===== config.mk =====
export PLATFORM = sky130hd
export DESIGN_NAME = otter_hazard_ctrl
export DESIGN_NICKNAME = d
export VERILOG_FILES = /design/src/rtl/otter_hazard_ctrl.sv
export SDC_FILE = /design/constraint.sdc
export NUM_CORES = 1
export LEC_CHECK = 0
export ABC_CLOCK_PERIOD_IN_PS = 4050
export CAP_MARGIN = 30
export CORE_MARGIN = 8
export CORE_UTILIZATION = 40
export DETAILED_ROUTE_END_ITERATION = 16
export PLACE_DENSITY = 0.65
export SYNTH_ARGS = -nofsm -noshare
export SYNTH_HDL_FRONTEND = slang
export SYNTH_SLANG_ARGS = --single-unit

===== constraint.sdc =====
create_clock -name CLK -period 4.05 [get_ports CLK]
set_input_delay 0.6075 -clock CLK [delete_from_list [all_inputs] [get_ports CLK]]
set_output_delay 0.6075 -clock CLK [all_outputs]
set_load 0.05 [all_outputs]

===== src/rtl/otter_hazard_ctrl.sv =====
// Hazard and forwarding controller for the pipelined OTTER core.
// A shift-register scoreboard of in-flight writers drives stall, bubble, flush and forwarding selects.
module otter_hazard_ctrl #(
  parameter int STAGES     = 3,
  parameter int FORWARD    = 1,
  parameter int LOAD_STAGE = 3,
  parameter int CNT_W      = 16
) (
  input  logic                           CLK,
  input  logic                           RST,
  input  logic                           DEC_VALID,
  input  logic [4:0]                     DEC_RS1,
  input  logic [4:0]                     DEC_RS2,
  input  logic                           DEC_USES_RS1,
  input  logic                           DEC_USES_RS2,
  input  logic [4:0]                     DEC_RD,
  input  logic                           DEC_WRITES,
  input  logic                           DEC_IS_LOAD,
  input  logic                           REDIRECT,
  input  logic                           CNT_CLR,
  output logic                           STALL,
  output logic                           BUBBLE,
  output logic                           FLUSH,
  output logic [$clog2(STAGES+1)-1:0]    FWD_A,
  output logic [$clog2(STAGES+1)-1:0]    FWD_B,
  output logic [CNT_W-1:0]               STALL_CNT,
  output logic [CNT_W-1:0]               FLUSH_CNT
);

  localparam int FW = $clog2(STAGES+1);

  logic [STAGES:1] sb_valid;
  logic [STAGES:1] sb_load;
  logic [4:0]      sb_rd [1:STAGES];

  int   match_a, match_b;
  logic load_a, load_b;
  logic haz_a, haz_b;
  logic stall;
  logic enter;

  // Scan from oldest to youngest so the lowest matching index wins.
  always_comb begin
    match_a = 0;
    match_b = 0;
    load_a  = 1'b0;
    load_b  = 1'b0;
    for (int k = STAGES; k >= 1; k--) begin
      if (DEC_USES_RS1 && (DEC_RS1 != 5'd0) && sb_valid[k] && (sb_rd[k] == DEC_RS1)) begin
        match_a = k;
        load_a  = sb_load[k];
      end
      if (DEC_USES_RS2 && (DEC_RS2 != 5'd0) && sb_valid[k] && (sb_rd[k] == DEC_RS2)) begin
        match_b = k;
        load_b  = sb_load[k];
      end
    end
  end

  // Without forwarding any in-flight writer blocks, including writeback.
  always_comb begin
    if (FORWARD == 0) begin
      haz_a = (match_a != 0);
      haz_b = (match_b != 0);
    end else begin
      haz_a = (match_a != 0) && load_a && (match_a < LOAD_STAGE);
      haz_b = (match_b != 0) && load_b && (match_b < LOAD_STAGE);
    end
  end

  assign stall  = ~RST & DEC_VALID & (haz_a | haz_b);
  assign STALL  = stall;
  assign BUBBLE = stall;
  assign FLUSH  = ~RST & REDIRECT & DEC_VALID & ~stall;
  assign enter  = DEC_VALID & DEC_WRITES & (DEC_RD != 5'd0) & ~stall;

  always_comb begin
    FWD_A = '0;
    FWD_B = '0;
    if (!RST && !stall && (FORWARD != 0)) begin
      FWD_A = FW'(match_a);
      FWD_B = FW'(match_b);
    end
  end

  always_ff @(posedge CLK) begin
    if (RST) begin
      sb_valid <= '0;
      sb_load  <= '0;
    end else begin
      sb_valid <= {sb_valid[STAGES-1:1], enter};
      sb_load  <= {sb_load[STAGES-1:1], DEC_IS_LOAD};
    end
  end

  // Destination tags need no reset; they are qualified by sb_valid.
  always_ff @(posedge CLK) begin
    sb_rd[1] <= DEC_RD;
    for (int k = 2; k <= STAGES; k++) begin
      sb_rd[k] <= sb_rd[k-1];
    end
  end

  always_ff @(posedge CLK) begin
    if (RST || CNT_CLR) begin
      STALL_CNT <= '0;
      FLUSH_CNT <= '0;
    end else begin
      if (stall && !(&STALL_CNT)) STALL_CNT <= STALL_CNT + 1'b1;
      if (FLUSH && !(&FLUSH_CNT)) FLUSH_CNT <= FLUSH_CNT + 1'b1;
    end
  end

endmodule


==> metrics.cfg <==
[outcome]
status=complete, no violations

[grt]
grt_max_degree=29
overflow=0
grt_pass1_vias=2360
grt_antenna_before_repair=0
grt.total_usage=0.144
grt_pass1_wl_mm=11.5

[cells_and_area]
finalCoreUtilization=0.539
nets=387
nFillCells=602
final_cells=438
drive_gt1_frac=0.0776
final_cell_mix=clkdlybuf4s50_1 (55), dfxtp_1 (52), xor2_1 (25)
layout_commonest_cell=clkdlybuf4s50_1
multi_input_area_sq_um=1470
antenna_cells=0
regArea_sq_um=1040
syn_to_final_growth_pct=30.6

[clock_network]
htree_levels=2
clk_latency_ns=0.31
cts_buffers=5
tritoncts=done
clockBufferDepth=2
clock-sinks=52
cts-resized-gates=0
path_clk_slew_ns=0.09
cts_root_buf=clkbuf_8

[die]
die_height_um=96.7
core_sq_um=6310
start_util=0.413
ios=63
rows=29
die-area_sq_um=9360
die_x_um=96.7

[timing]
rsz0062_at_grt=yes
slew_violations=0
timing.final.crit_period_ns=3.89
fin_worst_skew_ns=0.00590
finalCritPeriodShare=0.961
whs_ns=0.404
worst_pin_slew_ns=0.749
hold_violations=0
relSlewSlack=0.499
finalSetupViolCount=0
clock.fmax_mhz=257

[place]
dp.cells=431
dpl.hpwl_mm=5.19
io_buffers=62
place_congestion=0.895

[yosys]
ys_seq_elements=52
syn_nets=325
synth_edf_count=0
avgSynthCellArea_sq_um=8.72
ys_warn_count=0
async_flop_share=0
synth_top_area_frac=0.399
ys.flop_type=dfxtp_1
yosysSeqAreaShare=0.399
synth_area_sq_um=2610
ys_top_cells_by_area=dfxtp_1 (40%), xor2_1 (8.4%), a21oi_1 (3.8%), nand2_1 (3.5%), or3_1 (3.4%)
syn-instance-count=299
yosys.area.top_type=dfxtp_1
synth_cell_types=47

[route]
vias=2398
dr.pass1.iters=4
drt-initial-drc-count=125
wl_per_cell_um=15.3
drt-total-wl_mm=6.72
vias_per_cell=5.47
drc=0
postRouteAntennaNets=0

[worst_hold_path]
hold_path.class=reg2reg

[pwr]
power_mw=0.933
ir_worst_vdd_uv=190
p_per_area_nw_per_um2=274
p_leak_nw=1.16

[critical_path]
rrSetupSlack_ns=1.54
critical_path_required_ns=3.44
arrival_ns=3.28
crit_fanout=4
startpoint_type=input port
crit_path_end_kind=primary output
setup.worst_path.class=in2out

[run]
drv_cap=0

==> power by group <==
part           internal [mW]  switching (mW)  total [mW]
Combinational         0.0413          0.0400      0.0814
Sequential             0.521          0.0113       0.532
Clock                  0.153           0.167       0.319
==> sequential cells by signal, summed over array words and instances, names as in the netlist <==
name and flops:
FLUSH_CNT 16, sb_load 2, sb_valid 3, STALL_CNT 16, sb_rd 15
==> path summary, 6_finish.rpt <==
kind | from | endpoint | cells past startpoint
min reg2reg | sb_rd[0][14]$_DFF_P_ | sb_rd[0][19]$_DFF_P_ | 0
max reg2reg | sb_rd[0][6]$_DFF_P_ | FLUSH_CNT[15]$_SDFFE_PP0P_ | 7
max | DEC_RS2[2] | FWD_A[1] | 9
min | sb_rd[0][14]$_DFF_P_ | sb_rd[0][19]$_DFF_P_ | 0
==> kinds of logic (layout without fill, tap and decap cells) <==
family                     count (synthesis)  in the layout  share of synthesized area
and+or+nand+nor                          124            124                      0.257
AOI/OAI and AO/OA                         67             67                      0.171
muxes                                      3              3                     0.0115
buffers and inverters                     17             79                     0.0374
adders and majority gates                  2              2                    0.00960
DFF                                       52             52                      0.399
xor gates and xnor gates                  34             34                      0.114
==> Yosys cell counts (2+ instances only) <==
master    instances
nor2b_1           6
nand2_1          24
o22ai_2           2
o31a_1            2
o31ai_1           4
xnor2_1           9
clkbuf_1          4
and4_1            3
nand4b_1          2
a21oi_1          20
buf_6             4
nand3_1          16
a211oi_1          4
mux2i_1           3
or3_1            14
o21a_1            3
nand4_1           7
or4_1             8
and2_1            2
nor2_1           20
nor3_1            4
ha_1              2
and3_1            6
a31oi_1           2
dfxtp_1          52
o21ai_0          14
xor2_1           25
inv_1             7
o21ai_1           2
a31o_2            4
nor4_1            8
==> cell type report <==
type | count | area share
Multi-Input combinational cell | 230 | 0.431
Sequential cell | 52 | 0.306
Timing Repair Buffer | 65 | 0.198
Tap cell | 77 | 0.0283
Inverter | 7 | 0.00772
Clock buffer | 7 | 0.0283
==> worst max-delay path, stage by stage <==
cell             delay (ns)
clkdlybuf4s50_1        0.51
or4_1                  0.56
o21a_1                 0.23
nand4_1                0.19
o22a_1                 0.26
o21ai_1                0.11
a21o_1                 0.23
a211oi_1               0.39
buf_12                 0.19
==> layer usage <==
metal  global-route usage  share of wire  wire length [um]
met4               0.0462          0.010                67
met1                0.184           0.49              3260
met5                    0              0                 0
met2                0.228           0.45              3030
met3               0.0370          0.053               353
==> what timing repair did <==
item,4_1_cts,5_1_grt
hold buffers,0,0
setup endpoints to repair,0,1
setup buffers,0,0
==> per-stage QoR <==
stage	area [sq um]	setup WS (ns)	setup TNS [ns]
global placement	3310	0.229	0
finish	3400	0.159	0
detailed placement	3310	0.167	0
global route	3400	-0.0142	-0.0142
floorplan	2610	0.111	0
CTS	3400	0.154	0
Note: power is estimated with default switching activity, not from simulation.
